<file path="config.mk">
export PLATFORM = sky130hd
export DESIGN_NAME = controler_alu_flat
export DESIGN_NICKNAME = d
export VERILOG_FILES = /design/src/rtl/controler_alu_if.sv /design/src/rtl/controler_alu.sv /design/src/flat_wrapper.sv
export SDC_FILE = /design/constraint.sdc
export NUM_CORES = 1
export LEC_CHECK = 0
export CAP_MARGIN = 20
export CORE_ASPECT_RATIO = 1.4
export CORE_MARGIN = 2
export CORE_UTILIZATION = 55
export CTS_CLUSTER_DIAMETER = 80
export CTS_CLUSTER_SIZE = 10
export DETAILED_ROUTE_END_ITERATION = 6
export PLACE_DENSITY = 0.83
export SYNTH_ARGS = -nofsm -noshare
export SYNTH_HDL_FRONTEND = slang
export SYNTH_SLANG_ARGS = --single-unit
export TNS_END_PERCENT = 1
</file>
<file path="constraint.sdc">
create_clock -name clock -period 5.8 [get_ports clock]
set_clock_uncertainty 0.05 [all_clocks]
set_input_delay 0.87 -clock clock [delete_from_list [all_inputs] [get_ports clock]]
set_output_delay 0.87 -clock clock [all_outputs]
set_load 0.1 [all_outputs]
</file>
<file path="src/rtl/controler_alu_if.sv">
// ID/EX control bundle between the pipeline datapath and the controller/ALU.
// The controller/ALU takes the slave side; the datapath takes the master side.
interface controler_alu_if;
    logic [31:0] instr;
    logic        rsrtequ;
    logic [31:0] ea;
    logic [31:0] eb;
    logic [31:0] alu_out;
    logic        wpcir;
    logic        branch;
    logic        jump;
    logic        jr;
    logic        jal;
    logic [1:0]  fwda;
    logic [1:0]  fwdb;
    logic [6:0]  dctl;
    logic [3:0]  aluc;
    logic [4:0]  ectl;
    logic [4:0]  edes;
    logic [2:0]  mctl;
    logic [4:0]  mdes;

    modport slave (
        input  instr, rsrtequ, ea, eb,
        output alu_out, wpcir, branch, jump, jr, jal, fwda, fwdb,
        output dctl, aluc, ectl, edes, mctl, mdes
    );

    modport master (
        output instr, rsrtequ, ea, eb,
        input  alu_out, wpcir, branch, jump, jr, jal, fwda, fwdb,
        input  dctl, aluc, ectl, edes, mctl, mdes
    );
endinterface

</file>
<file path="src/rtl/controler_alu.sv">
// Five-stage MIPS subset controller: ID decode, forwarding, load-use stall,
// ID/EX and EX/MEM control registers, and the EX-stage ALU.
module controler_alu (
    input  logic            clock,
    input  logic            resetn,
    controler_alu_if.slave  bus
);

    localparam logic [5:0] OpRtype = 6'h00;
    localparam logic [5:0] OpJ     = 6'h02;
    localparam logic [5:0] OpJal   = 6'h03;
    localparam logic [5:0] OpBeq   = 6'h04;
    localparam logic [5:0] OpBne   = 6'h05;
    localparam logic [5:0] OpAddi  = 6'h08;
    localparam logic [5:0] OpAndi  = 6'h0c;
    localparam logic [5:0] OpOri   = 6'h0d;
    localparam logic [5:0] OpXori  = 6'h0e;
    localparam logic [5:0] OpLui   = 6'h0f;
    localparam logic [5:0] OpLw    = 6'h23;
    localparam logic [5:0] OpSw    = 6'h2b;

    localparam logic [5:0] FnSll = 6'h00;
    localparam logic [5:0] FnSrl = 6'h02;
    localparam logic [5:0] FnSra = 6'h03;
    localparam logic [5:0] FnJr  = 6'h08;
    localparam logic [5:0] FnAdd = 6'h20;
    localparam logic [5:0] FnSub = 6'h22;
    localparam logic [5:0] FnAnd = 6'h24;
    localparam logic [5:0] FnOr  = 6'h25;
    localparam logic [5:0] FnXor = 6'h26;

    localparam logic [3:0] AluAdd = 4'b0000;
    localparam logic [3:0] AluSub = 4'b0100;
    localparam logic [3:0] AluAnd = 4'b0001;
    localparam logic [3:0] AluOr  = 4'b0101;
    localparam logic [3:0] AluXor = 4'b0010;
    localparam logic [3:0] AluLui = 4'b0110;
    localparam logic [3:0] AluSll = 4'b0011;
    localparam logic [3:0] AluSrl = 4'b0111;
    localparam logic [3:0] AluSra = 4'b1111;

    logic [5:0] op;
    logic [5:0] func;
    logic [4:0] rs;
    logic [4:0] rt;
    logic [4:0] rd;

    assign op   = bus.instr[31:26];
    assign rs   = bus.instr[25:21];
    assign rt   = bus.instr[20:16];
    assign rd   = bus.instr[15:11];
    assign func = bus.instr[5:0];

    // Shift amount field is not used: shifts take their count from ea.
    logic unused_shamt;
    assign unused_shamt = ^bus.instr[10:6];

    // Instruction one-hots
    logic rtype;
    logic i_add, i_sub, i_and, i_or, i_xor, i_sll, i_srl, i_sra, i_jr;
    logic i_addi, i_andi, i_ori, i_xori, i_lw, i_sw, i_beq, i_bne, i_lui, i_j, i_jal;

    assign rtype  = (op == OpRtype);
    assign i_add  = rtype && (func == FnAdd);
    assign i_sub  = rtype && (func == FnSub);
    assign i_and  = rtype && (func == FnAnd);
    assign i_or   = rtype && (func == FnOr);
    assign i_xor  = rtype && (func == FnXor);
    assign i_sll  = rtype && (func == FnSll);
    assign i_srl  = rtype && (func == FnSrl);
    assign i_sra  = rtype && (func == FnSra);
    assign i_jr   = rtype && (func == FnJr);
    assign i_addi = (op == OpAddi);
    assign i_andi = (op == OpAndi);
    assign i_ori  = (op == OpOri);
    assign i_xori = (op == OpXori);
    assign i_lw   = (op == OpLw);
    assign i_sw   = (op == OpSw);
    assign i_beq  = (op == OpBeq);
    assign i_bne  = (op == OpBne);
    assign i_lui  = (op == OpLui);
    assign i_j    = (op == OpJ);
    assign i_jal  = (op == OpJal);

    logic r_shift, r_logic_arith, r_alu, i_alu;
    assign r_shift       = i_sll | i_srl | i_sra;
    assign r_logic_arith = i_add | i_sub | i_and | i_or | i_xor;
    assign r_alu         = r_logic_arith | r_shift;
    assign i_alu         = i_addi | i_andi | i_ori | i_xori;

    // Pipeline registers
    logic [4:0] ectl_q, ectl_d;
    logic [4:0] edes_q, edes_d;
    logic [3:0] ealuc_q, ealuc_d;
    logic [2:0] mctl_q;
    logic [4:0] mdes_q;

    logic ewreg, em2reg, mwreg, mm2reg;
    assign ewreg  = ectl_q[4];
    assign em2reg = ectl_q[3];
    assign mwreg  = mctl_q[2];
    assign mm2reg = mctl_q[1];

    // Forwarding source for one ID operand; EX result wins over MEM.
    function automatic logic [1:0] fwd_sel(input logic [4:0] src,
                                           input logic       e_wr,
                                           input logic       e_ld,
                                           input logic [4:0] e_des,
                                           input logic       m_wr,
                                           input logic       m_ld,
                                           input logic [4:0] m_des);
        logic [1:0] sel;
        sel = 2'b00;
        if (e_wr && (e_des != 5'd0) && (e_des == src) && !e_ld) begin
            sel = 2'b01;
        end else if (m_wr && (m_des != 5'd0) && (m_des == src)) begin
            sel = m_ld ? 2'b11 : 2'b10;
        end
        return sel;
    endfunction

    logic       uses_rs, uses_rt;
    logic       stall;
    logic       regrt, aluimm, shift, sext;
    logic       wreg, m2reg, wmem;
    logic [4:0] dest;
    logic [3:0] aluc_id;

    always_comb begin
        uses_rs = r_logic_arith | i_jr | i_alu | i_lw | i_sw | i_beq | i_bne;
        uses_rt = r_alu | i_sw | i_beq | i_bne;
        stall   = ewreg && em2reg && (edes_q != 5'd0) &&
                  (((edes_q == rs) && uses_rs) || ((edes_q == rt) && uses_rt));

        regrt  = i_alu | i_lw | i_lui;
        aluimm = i_alu | i_lw | i_sw | i_lui;
        shift  = r_shift;
        sext   = i_andi | i_ori | i_xori | i_lui;
        dest   = regrt ? rt : rd;

        // A stalled instruction becomes a bubble: no side effects reach EX.
        wreg  = (r_alu | i_alu | i_lw | i_lui) && (dest != 5'd0) && !stall;
        m2reg = i_lw && !stall;
        wmem  = i_sw && !stall;

        aluc_id = AluAdd;
        if (i_sub || i_beq || i_bne)   aluc_id = AluSub;
        else if (i_and || i_andi)      aluc_id = AluAnd;
        else if (i_or || i_ori)        aluc_id = AluOr;
        else if (i_xor || i_xori)      aluc_id = AluXor;
        else if (i_lui)                aluc_id = AluLui;
        else if (i_sll)                aluc_id = AluSll;
        else if (i_srl)                aluc_id = AluSrl;
        else if (i_sra)                aluc_id = AluSra;
    end

    always_comb begin
        bus.wpcir  = stall;
        bus.branch = ((i_beq && bus.rsrtequ) || (i_bne && !bus.rsrtequ) ||
                      i_j || i_jal || i_jr) && !stall;
        bus.jump   = i_j | i_jal;
        bus.jr     = i_jr;
        bus.jal    = i_jal && !stall;
        bus.dctl   = {wreg, m2reg, wmem, aluimm, shift, sext, regrt};
        bus.aluc   = aluc_id;
        bus.fwda   = fwd_sel(rs, ewreg, em2reg, edes_q, mwreg, mm2reg, mdes_q);
        bus.fwdb   = fwd_sel(rt, ewreg, em2reg, edes_q, mwreg, mm2reg, mdes_q);
        bus.ectl   = ectl_q;
        bus.edes   = edes_q;
        bus.mctl   = mctl_q;
        bus.mdes   = mdes_q;
    end

    assign ectl_d  = {wreg, m2reg, wmem, aluimm, shift};
    assign edes_d  = dest;
    assign ealuc_d = aluc_id;

    always_ff @(posedge clock or negedge resetn) begin
        if (!resetn) begin
            ectl_q  <= 5'd0;
            edes_q  <= 5'd0;
            ealuc_q <= 4'd0;
            mctl_q  <= 3'd0;
            mdes_q  <= 5'd0;
        end else begin
            ectl_q  <= ectl_d;
            edes_q  <= edes_d;
            ealuc_q <= ealuc_d;
            mctl_q  <= ectl_q[4:2];
            mdes_q  <= edes_q;
        end
    end

    // EX-stage ALU
    always_comb begin
        bus.alu_out = 32'd0;
        case (ealuc_q)
            AluAdd:  bus.alu_out = bus.ea + bus.eb;
            AluSub:  bus.alu_out = bus.ea - bus.eb;
            AluAnd:  bus.alu_out = bus.ea & bus.eb;
            AluOr:   bus.alu_out = bus.ea | bus.eb;
            AluXor:  bus.alu_out = bus.ea ^ bus.eb;
            AluLui:  bus.alu_out = {bus.eb[15:0], 16'h0000};
            AluSll:  bus.alu_out = bus.eb << bus.ea[4:0];
            AluSrl:  bus.alu_out = bus.eb >> bus.ea[4:0];
            AluSra:  bus.alu_out = $unsigned($signed(bus.eb) >>> bus.ea[4:0]);
            default: bus.alu_out = 32'd0;
        endcase
    end

endmodule

</file>
<file path="src/flat_wrapper.sv">
// flat-port wrapper written by rule: the top's interface ports become plain ports
module controler_alu_flat 
  (clock, resetn, bus_instr, bus_rsrtequ, bus_ea, bus_eb, bus_alu_out, bus_wpcir, bus_branch, bus_jump, bus_jr, bus_jal, bus_fwda, bus_fwdb, bus_dctl, bus_aluc, bus_ectl, bus_edes, bus_mctl, bus_mdes);
  controler_alu_if bus_i ();
  input  logic clock;
  input  logic resetn;
  input wire logic [$bits(bus_i.instr)-1:0] bus_instr;
  input wire logic [$bits(bus_i.rsrtequ)-1:0] bus_rsrtequ;
  input wire logic [$bits(bus_i.ea)-1:0] bus_ea;
  input wire logic [$bits(bus_i.eb)-1:0] bus_eb;
  output wire logic [$bits(bus_i.alu_out)-1:0] bus_alu_out;
  output wire logic [$bits(bus_i.wpcir)-1:0] bus_wpcir;
  output wire logic [$bits(bus_i.branch)-1:0] bus_branch;
  output wire logic [$bits(bus_i.jump)-1:0] bus_jump;
  output wire logic [$bits(bus_i.jr)-1:0] bus_jr;
  output wire logic [$bits(bus_i.jal)-1:0] bus_jal;
  output wire logic [$bits(bus_i.fwda)-1:0] bus_fwda;
  output wire logic [$bits(bus_i.fwdb)-1:0] bus_fwdb;
  output wire logic [$bits(bus_i.dctl)-1:0] bus_dctl;
  output wire logic [$bits(bus_i.aluc)-1:0] bus_aluc;
  output wire logic [$bits(bus_i.ectl)-1:0] bus_ectl;
  output wire logic [$bits(bus_i.edes)-1:0] bus_edes;
  output wire logic [$bits(bus_i.mctl)-1:0] bus_mctl;
  output wire logic [$bits(bus_i.mdes)-1:0] bus_mdes;
  assign bus_i.instr = bus_instr;
  assign bus_i.rsrtequ = bus_rsrtequ;
  assign bus_i.ea = bus_ea;
  assign bus_i.eb = bus_eb;
  assign bus_alu_out = bus_i.alu_out;
  assign bus_wpcir = bus_i.wpcir;
  assign bus_branch = bus_i.branch;
  assign bus_jump = bus_i.jump;
  assign bus_jr = bus_i.jr;
  assign bus_jal = bus_i.jal;
  assign bus_fwda = bus_i.fwda;
  assign bus_fwdb = bus_i.fwdb;
  assign bus_dctl = bus_i.dctl;
  assign bus_aluc = bus_i.aluc;
  assign bus_ectl = bus_i.ectl;
  assign bus_edes = bus_i.edes;
  assign bus_mctl = bus_i.mctl;
  assign bus_mdes = bus_i.mdes;
  controler_alu u_core (.clock(clock), .resetn(resetn), .bus(bus_i));
endmodule
</file>
==> results of run 1 <==
==> through the flow <==
stage	util (%)	std cells	instance area (µm²)	power [W]	setup WS [ns]
CTS	71.7	1638	11900	0.00213	-0.00839
global placement	70.9	1634	11800	0.00190	-0.132
finish	73.2	1648	12200	0.00219	0.0708
global route	73.2	1647	12200	0.00226	-0.0325
floorplan	-	1273	9270	0.00127	-0.645
detailed placement	70.9	1634	11800	0.00192	-0.192
==> flip-flops by register name, summed over array words and instances (netlist names) <==
| register | count |
|---|---|
| u_core.bus.mctl | 3 |
| u_core.bus.edes | 5 |
| u_core.bus.mdes | 5 |
| u_core.bus.ectl | 5 |
| u_core.ealuc_q | 4 |
==> critical path: cells and delay by family <==
kind / cells / cell delay [ns]
buffers and inverters: 4 / 0.98
xor gates and xnor gates: 2 / 0.45
adders and majority gates: 2 / 0.49
and+or+nand+nor: 2 / 0.30
AOI/OAI and AO/OA: 8 / 1.72
==> logic make-up (layout without fill, tap and decap cells) <==
group / Yosys count / after routing
multiplexers: 103 / 103
flip-flops: 22 / 22
AO/OA/AOI/OAI: 401 / 401
XOR/XNOR: 73 / 73
adder cells (fa/ha/maj): 98 / 98
AND/OR/NAND/NOR: 382 / 382
other: 0 / 1
buffers and inverters: 194 / 365
==> final cells by class <==
cell class                      instances  area, µm²
Inverter                               80        300
Clock inverter                          1       30.0
Multi-Input combinational cell       1057       8120
Antenna cell                            1       2.50
Clock buffer                            3       75.1
Timing Repair Buffer                  281       2820
Sequential cell                        22        551
Fill cell                            1318       4450
Tap cell                              203        254
==> worst max-delay path by stage <==
stage                from         endpoint  slack, ns  cells past startpoint
2_1_floorplan  bus_eb[14]  bus_alu_out[31]      -0.64                     17
3_5_place_dp   bus_eb[15]  bus_alu_out[31]      -0.19                     17
5_1_grt         bus_eb[1]  bus_alu_out[30]      -0.03                     17
4_1_cts         bus_eb[0]  bus_alu_out[19]     -0.008                     18
6_report        bus_eb[0]  bus_alu_out[23]       0.07                     18
3_3_place_gp   bus_eb[15]  bus_alu_out[31]      -0.13                     17
==> synth_stat cells, drive strengths merged (36+ instances only) <==
cell type,instances,share of area [%]
nor2,132,5.4
a21oi,95,5.1
buf,42,2.4
nor3,36,1.9
o21ai,86,4.6
ha,96,13
nand2,93,3.8
xnor2,52,4.9
mux2i,50,5.4
clkbuf,72,2.9
inv,79,3.2
mux4,41,10
==> layout by cell type (no fill, tap or decap), types with 10 or more instances in the layout <==
master	Yosys	final
a221oi_1	16	15
o221ai_1	14	11
xnor2_1	52	52
o22ai_1	14	14
nor2b_1	15	14
o21ai_0	85	80
nand2b_1	17	17
mux2i_1	50	50
nand3_1	28	26
buf_4	10	125
nor3_1	36	34
a21o_1	15	15
a211o_1	11	11
ha_1	96	95
nand2_1	93	92
xor2_1	21	21
o211ai_1	22	22
mux2_2	12	12
a21oi_1	95	91
inv_1	76	76
buf_12	0	32
clkdlybuf4s50_1	0	113
a31oi_1	20	19
mux4_2	41	41
a211oi_1	22	22
and2_1	10	10
nor2_1	131	131
dfrtp_1	22	22
==> repair_timing <==
action / 4_1_cts / 5_1_grt
setup endpoints to repair: 7 / 15
resized for setup: 6 / 47
setup buffers: 0 / 8
hold buffers: 0 / 0
gates cloned: 0 / 0
pin swaps: 1 / 29
==> metal layers <==
metal / vias to the layer above / routed length (µm)
met2: 862 / 19600
met3: 270 / 4590
met4: 2 / 4450
met5: - / 13
li1: 5073 / -
met1: 5407 / 14100
==> power breakdown <==
group	switching [W]	internal [W]
logic	0.00115	0.000675
registers	0.00000943	0.000160
clock network	0.0000601	0.000137
total	0.00122	0.000973
==> results_dict.tcl, run 1 <==
set metrics [dict create \
    grt_overflow_total 0 \
    die_h_um 158 \
    yosys.area_share.simple_pct 19.4 \
    clock-sinks 22 \
    ios 169 \
    initial_utilization_pct 55.8 \
    grt_pass1_vias 10957 \
    core_um2 16600 \
    fmax_ghz 0.175 \
    synthAdderAreaFrac_pct 13.3 \
    drt-initial-drc-count 1532 \
    cts-root-buf "clkbuf_16" \
    min-delay-start "u_core.bus.ectl[2]" \
    gp_congestion 1.08 \
    cp-start-kind "input port" \
    synth_top_family_by_area "compound AO/OA/AOI/OAI gates" \
    yosysWarnings 0 \
    worstReg2RegStart "u_core.bus.edes[0]" \
    syn_area_per_cell_um2 7.27 \
    hold_end "u_core.bus.mctl[0]" \
    area_delta_synth_final_pct 31.3 \
    met2_usage_pct 75.0 \
    gr-usage-met3_pct 8.82 \
    power.leakage_nw 5.23 \
    cp.required_ns 4.88 \
    layout_min_cycle_time_ns 5.73 \
    synth_compound_gate_area_share_pct 29.1 \
    die_w_um 114 \
    yosysUniqueCellTypes 75 \
    numCtsBuffers 3 \
    synthArstFlopShare_pct 100 \
    drc 0 \
    nets 1641 \
    cp_max_fo 3 \
    cts_tree "built" \
    grt_busiest_layer "met2" \
    grt_max_degree 82 \
    synthFlopType "dfrtp_1" \
    cp_slowest_stage_delay_ns 0.49 \
    vias 11614 \
    ant_nets 0 \
    min_path_cells 0 \
    via_per_inst 7.05 \
    finalHoldViolations 0 \
    reg2reg_slack_ns 3.41 \
    slew_viol_final 0 \
    synth_nets 1469 \
    synth_xor_area_share_pct 6.91 \
    row_count 56 \
    worstPathArrival_ns 4.81 \
    drive_above_1_share_pct 18.7 \
    slew_headroom_pct 30.6 \
    p_per_area_nw_per_um2 180 \
    setup_tns_ns 0 \
    ir_worst_vdd_uv 296 \
    use_met1_pct 51.7 \
    drtPass1Iterations 6 \
    end_kind "primary output" \
    path_cells "clkdlybuf4s50_1, inv_1, ha_2, nor2b_4, and3_4, a31oi_1, xnor2_1, ha_1, a221oi_2, o21a_1, o21ai_2, a2111oi_4, buf_4, o21ai_0, a21oi_1, xor2_1, o221ai_2, buf_12" \
    hpwl_um 33100 \
    htree_levels 1 \
    fin_hold_ws_ns 0.348 \
    wirelength_um 42800 \
    yosysSeqAreaShare_pct 5.95 \
    cap_violations 0 \
    clkSlewWorstSetupHoldPaths_ns 0.06 \
    muxShareOfSynthArea_pct 16.8 \
    setup_viol 0 \
    synth_edf_count 0 \
    grt_first_pass_wirelength_um 62700 \
    r2r-end "u_core.bus.ectl[3]" \
    status "finished, final reports clean" \
    clock_latency_ns 0.26 \
    portBuffers 163 \
    reg2reg_depth 7 \
    tightest_slew_ns 1.04 \
    criticalPathCategory "input port to primary output" \
    synth_seq_cells 22 \
    critPathSlowestCell "clkdlybuf4s50_1" \
    track_usage_pct 46.1 \
    cts_max_path_buffers 2 \
    wl_per_cell_um 26.0 \
    fin_crit_sh_pct 98.8 \
    antenna_found_initial 1 \
    dieArea_um2 17900 \
    syn-instance-count 1273 \
    syn_area_um2 9260 \
    hp-class "flop to flop" \
]
No activity file was read; power rests on OpenSTA's default activity.
==> run 2: changes to the inputs <==
- DONT_BUFFER_PORTS: not set -> 1
- PLACE_DENSITY: 0.83 -> not set
- PLACE_DENSITY_LB_ADDON: not set -> 0.25
==> run 2 against run 1 <==
Net effect: global-route usage shrank 3.7 points; critical path depth shrank 1; design area shrank 17%; sequential power grew 25%; core utilization shrank 12 points; hold slack lost 0.097 ns; flip-flop and latch count is the same; worst setup slack gained 0.081 ns; total power shrank 17%; sequential share of layout area grew 0.91 points; critical endpoint is now bus_alu_out[19].
==> results_dict.tcl, run 2 (synthesis gave the netlist of run 1 again) <==
set metrics [dict create \
    ir_worst_vdd_uv 246 \
    cp-startpoint "bus_eb[1]" \
    drive_above_1_share_pct 13.6 \
    p_per_area_nw_per_um2 180 \
    via_per_inst 7.34 \
    finalHoldViolations 0 \
    slew_headroom_pct 23.5 \
    route.top_layer_used "met4" \
    criticalPathCategory "input port to primary output" \
    mostFrequentLayoutCell "nor2_1" \
    core_um2 16600 \
    met2WireLength_um 17900 \
    drt-initial-drc-count 1292 \
    row_count 56 \
    fmax_ghz 0.177 \
    ant_nets 0 \
    fill_cells 1582 \
    cp_max_fo 9 \
    endpoint "bus_alu_out[19]" \
    die_h_um 158 \
    seqPwrFrac_pct 11.6 \
    wirelength_um 38600 \
    layout_min_cycle_time_ns 5.65 \
    cp.required_ns 4.88 \
    portBuffers 0 \
    clock-sinks 22 \
    cts-root-buf "clkbuf_16" \
    fin_crit_sh_pct 97.4 \
    cap_violations 0 \
    numCtsBuffers 3 \
    tightest_slew_ns 1.15 \
    wl_per_cell_um 27.1 \
    htree_levels 1 \
    hpwl_um 29200 \
    reg2reg_depth 9 \
    cts_max_path_buffers 2 \
    r2r-end "u_core.bus.ectl[4]" \
    reg2reg_slack_ns 2.13 \
    worstPathArrival_ns 4.73 \
    hp-class "input port to async pin" \
    power.leakage_nw 4.22 \
    cp_slowest_stage_delay_ns 0.54 \
    ios 169 \
    worstReg2RegStart "u_core.bus.edes[0]" \
    antennaDiodeCount 0 \
    path_cells "inv_1, ha_1, nor2b_1, and3_1, and2_0, nor2_1, xnor2_1, ha_1, buf_4, a21oi_1, o21ai_1, a2111oi_4, o21bai_1, a21oi_1, nor4_1, or4_1, buf_12" \
    p_switching_w 0.00104 \
    clkPwrFrac_pct 8.9 \
    grt_first_pass_wirelength_um 58000 \
    setup_viol 0 \
    end_kind "primary output" \
    rsz0062_at_grt "false" \
    grt_max_degree 83 \
    grt_overflow_total 0 \
    die_w_um 114 \
    p_int_w 0.000785 \
    dr_wl_met3_um 4330 \
    area_delta_synth_final_pct 9.38 \
    grt_pass1_vias 10048 \
    clkSlewWorstSetupHoldPaths_ns 0.06 \
    pwr-share-comb_pct 79.5 \
    dieArea_um2 17900 \
    swShare_pct 56.9 \
    vias 10461 \
    power_w 0.00182 \
    clock_latency_ns 0.26 \
    critPathSlowestCell "a2111oi_4" \
    gp_congestion 1.01 \
    track_usage_pct 42.4 \
    drc 0 \
    cp-start-kind "input port" \
    drtPass1Iterations 6 \
    wl_met1_um 13000 \
    fin_hold_ws_ns 0.251 \
    hold_buffers 0 \
    nets 1420 \
    cts_tree "built" \
    antenna_found_initial 0 \
    status "finished, final reports clean" \
    initial_utilization_pct 55.8 \
    slew_viol_final 0 \
    final_cell_mix "127 x nor2_1, 96 x ha_1, 93 x nand2_1, 93 x a21oi_1, 79 x o21ai_0" \
]
run 2: cell types whose count changed in the layout (fill, tap and decap cells not counted), moves of 5 or more:
cell and change:
buf_12 -15, clkdlybuf4s50_1 -113, buf_4 -90, o221ai_1 -9
o221ai_2 +9, o21ai_2 +5
run 2: how the worst min path moves through the flow:
stage / startpoint / to / slack (ns) / cells past startpoint
after detailed placement: resetn / u_core.bus.edes[0] / 0.53 / 0
after floorplan: resetn / u_core.bus.ectl[0] / 0.52 / 0
final: resetn / u_core.bus.edes[4] / 0.25 / 0
after CTS: resetn / u_core.bus.mctl[1] / 0.25 / 0
after global routing: resetn / u_core.bus.edes[4] / 0.24 / 0
after global placement: resetn / u_core.bus.edes[0] / 0.52 / 0
run 2: power by group through the flow:
stage	Combinational (W)	Clock, W	Sequential [W]
2_1_floorplan	0.00106	0	0.000215
3_3_place_gp	0.00142	0	0.000214
3_5_place_dp	0.00143	0	0.000214
4_1_cts	0.00144	0.000162	0.000211
5_1_grt	0.00152	0.000167	0.000212
6_report	0.00145	0.000162	0.000211
run 2: per-stage QoR:
step	utilization [%]	std cells	instance area [µm²]	TNS, ns	setup WS [ns]
6_report	61.0	1426	10100	0	0.152
5_1_grt	61.0	1426	10100	0	0.000972
4_1_cts	60.9	1426	10100	0	0.206
3_5_place_dp	60.4	1422	10000	0	0.280
3_3_place_gp	60.4	1422	10000	0	0.287
2_1_floorplan	-	1273	9270	-3.27	-0.645
run 2: layout make-up:
cell class,instances,area [µm²],share of cell area [%]
Timing Repair Buffer,60,816,8.06
Multi-Input combinational cell,1057,8120,80.2
Sequential cell,22,551,5.44
Clock buffer,4,88.8,0.877
Tap cell,203,254,2.51
Inverter,80,300,2.97
run 2: timing repair:
| item | 4_1_cts | 5_1_grt |
|---|---|---|
| gates resized for setup | 0 | 2 |
| endpoints found under the setup margin | 0 | 2 |
| setup buffers | 0 | 0 |
run 2: per-layer routing:
layer / GRT usage (%) / up-vias
li1: - / 4625
met1: 47.5 / 4909
met2: 69.7 / 714
met3: 10.5 / 213
met4: 30.7 / 0
met5: 0 / -
run 2: worst max-delay path, delay by kind of cell:
kind	cells	cell delay, ns
buf+inv	3	0.42
compound gates	5	1.31
xor+xnor	1	0.14
fa+ha+maj	2	0.47
simple gates	6	1.51
==> run 3: changes to the inputs <==
- clock period: 5.8 -> 5.7 ns (I/O delays scaled with it)
==> run 3 against run 2 <==
Net effect: sequential share of layout area about the same; routed wire length barely moved; largest cell class unchanged; combinational power grew 3%; total power grew 3.0%; first-iteration DRC count decreased by 1.9%.
==> results_dict.tcl, run 3 (synthesis gave the netlist of run 1 again) <==
set metrics [dict create \
    fin_area_um2 10200 \
    p_per_area_nw_per_um2 184 \
    die_h_um 158 \
    r2r-end "u_core.bus.ectl[4]" \
    dieArea_um2 17900 \
    wl_met1_um 13400 \
    initial_utilization_pct 55.8 \
    status "finished, final reports clean" \
    power_w 0.00188 \
    antennaDiodeCount 0 \
    hpwl_um 29200 \
    reg2reg_slack_ns 2.06 \
    cp_max_fo 10 \
    cp.required_ns 4.80 \
    setup_ws_ns 0.0365 \
    worstPathArrival_ns 4.76 \
    nets 1426 \
    wl_per_cell_um 26.9 \
    ios 169 \
    drtPass1Iterations 5 \
    portBuffers 0 \
    via_per_inst 7.30 \
    slew_headroom_pct 23.4 \
    area_delta_synth_final_pct 10.1 \
    numCtsBuffers 3 \
    clkSlewWorstSetupHoldPaths_ns 0.06 \
    die_w_um 114 \
    grt_pass1_vias 10147 \
    ant_nets 0 \
    track_usage_pct 42.1 \
    reg2reg_depth 9 \
    hp-class "input port to async pin" \
    cts_tree "built" \
    fin_crit_sh_pct 99.4 \
    ir_worst_vdd_uv 219 \
    layout_min_cycle_time_ns 5.66 \
    route.top_layer_used "met4" \
    core_um2 16600 \
    wirelength_um 38600 \
    end_kind "primary output" \
    drc 0 \
    cp-start-kind "flop" \
    met2WireLength_um 17900 \
    setup_viol 0 \
    dr_wl_met3_um 4230 \
    clock_latency_ns 0.26 \
    cts_max_path_buffers 2 \
    cts-root-buf "clkbuf_16" \
    gp_congestion 1.06 \
    hold_buffers 0 \
    antenna_found_initial 0 \
    mostFrequentLayoutCell "nor2_1" \
    grt_first_pass_wirelength_um 57900 \
    grt_overflow_total 0 \
    clock-sinks 22 \
    dpl-instance-area_um2 10100 \
    dp_worst_setup_slack_ns 0.211 \
    grt_max_degree 83 \
    criticalPathCategory "flop to primary output" \
    drt-initial-drc-count 1268 \
    worstReg2RegStart "u_core.bus.edes[0]" \
    power.leakage_nw 4.25 \
    fmax_ghz 0.177 \
    final_cell_mix "127 x nor2_1, 95 x ha_1, 93 x nand2_1, 93 x a21oi_1, 78 x o21ai_0" \
    row_count 56 \
    cap_violations 0 \
    drive_above_1_share_pct 14.2 \
    htree_levels 1 \
    tightest_slew_ns 1.15 \
    finalHoldViolations 0 \
    slew_viol_final 0 \
    rsz0062_at_grt "true" \
    vias 10451 \
]
[run 3: routing by layer]
metal / vias up / track usage, %
li1: 4627 / -
met1: 4947 / 48.9
met2: 697 / 69.1
met3: 180 / 9.36
met4: 0 / 28.0
met5: - / 0
[run 3: through the flow]
step,TNS (ns),cells,util [%],hold slack (ns)
2_1_floorplan,-4.05,1273,-,0.509
3_3_place_gp,0,1428,60.7,0.510
3_5_place_dp,0,1428,60.7,0.510
4_1_cts,0,1432,61.3,0.231
5_1_grt,-0.304,1432,61.4,0.229
6_report,0,1432,61.4,0.234
[run 3: where the power goes]
part	switching (W)	internal, W	total, W	leakage, nW
registers	0.0000530	0.000162	0.000215	0.282
logic	0.000953	0.000544	0.00150	3.92
clock network	0.0000579	0.000107	0.000165	0.0442
total	0.00106	0.000814	0.00188	4.25
[run 3: layout make-up]
cell class	instances	area, µm²
Tap cell	203	254
Clock buffer	4	88.8
Fill cell	1551	6410
Sequential cell	22	551
Inverter	80	300
Timing Repair Buffer	66	873
Multi-Input combinational cell	1057	8130
[run 3: what timing repair did]
| action | in CTS | in global routing |
|---|---|---|
| resized for setup | 0 | 6 |
| setup buffers | 0 | 0 |
| endpoints found under the setup margin | 0 | 13 |
[run 3: how the worst max path moves through the flow]
stage                                  from              end  slack, ns  depth (start not counted)
after CTS                 u_core.ealuc_q[0]  bus_alu_out[19]       0.03                         13
after floorplan                  bus_eb[14]  bus_alu_out[31]      -0.71                         17
after detailed placement         bus_eb[15]  bus_alu_out[31]       0.21                         15
after global placement            bus_eb[1]  bus_alu_out[19]       0.28                         17
final                     u_core.ealuc_q[0]  bus_alu_out[19]       0.04                         13
after global routing              bus_eb[1]  bus_alu_out[21]      -0.12                         17
[run 3: worst max-delay path: stages (launching register included)]
cell       delay [ns]
dfrtp_1          0.52
or3_1            0.67
o21ai_1          0.34
inv_1            0.08
ha_1             0.26
nor2b_1          0.16
o31ai_2          0.45
a2111oi_4        0.18
a2111oi_4        0.50
o21bai_1         0.18
a21oi_1          0.32
nor4_1           0.08
or4_1            0.56
buf_12           0.20
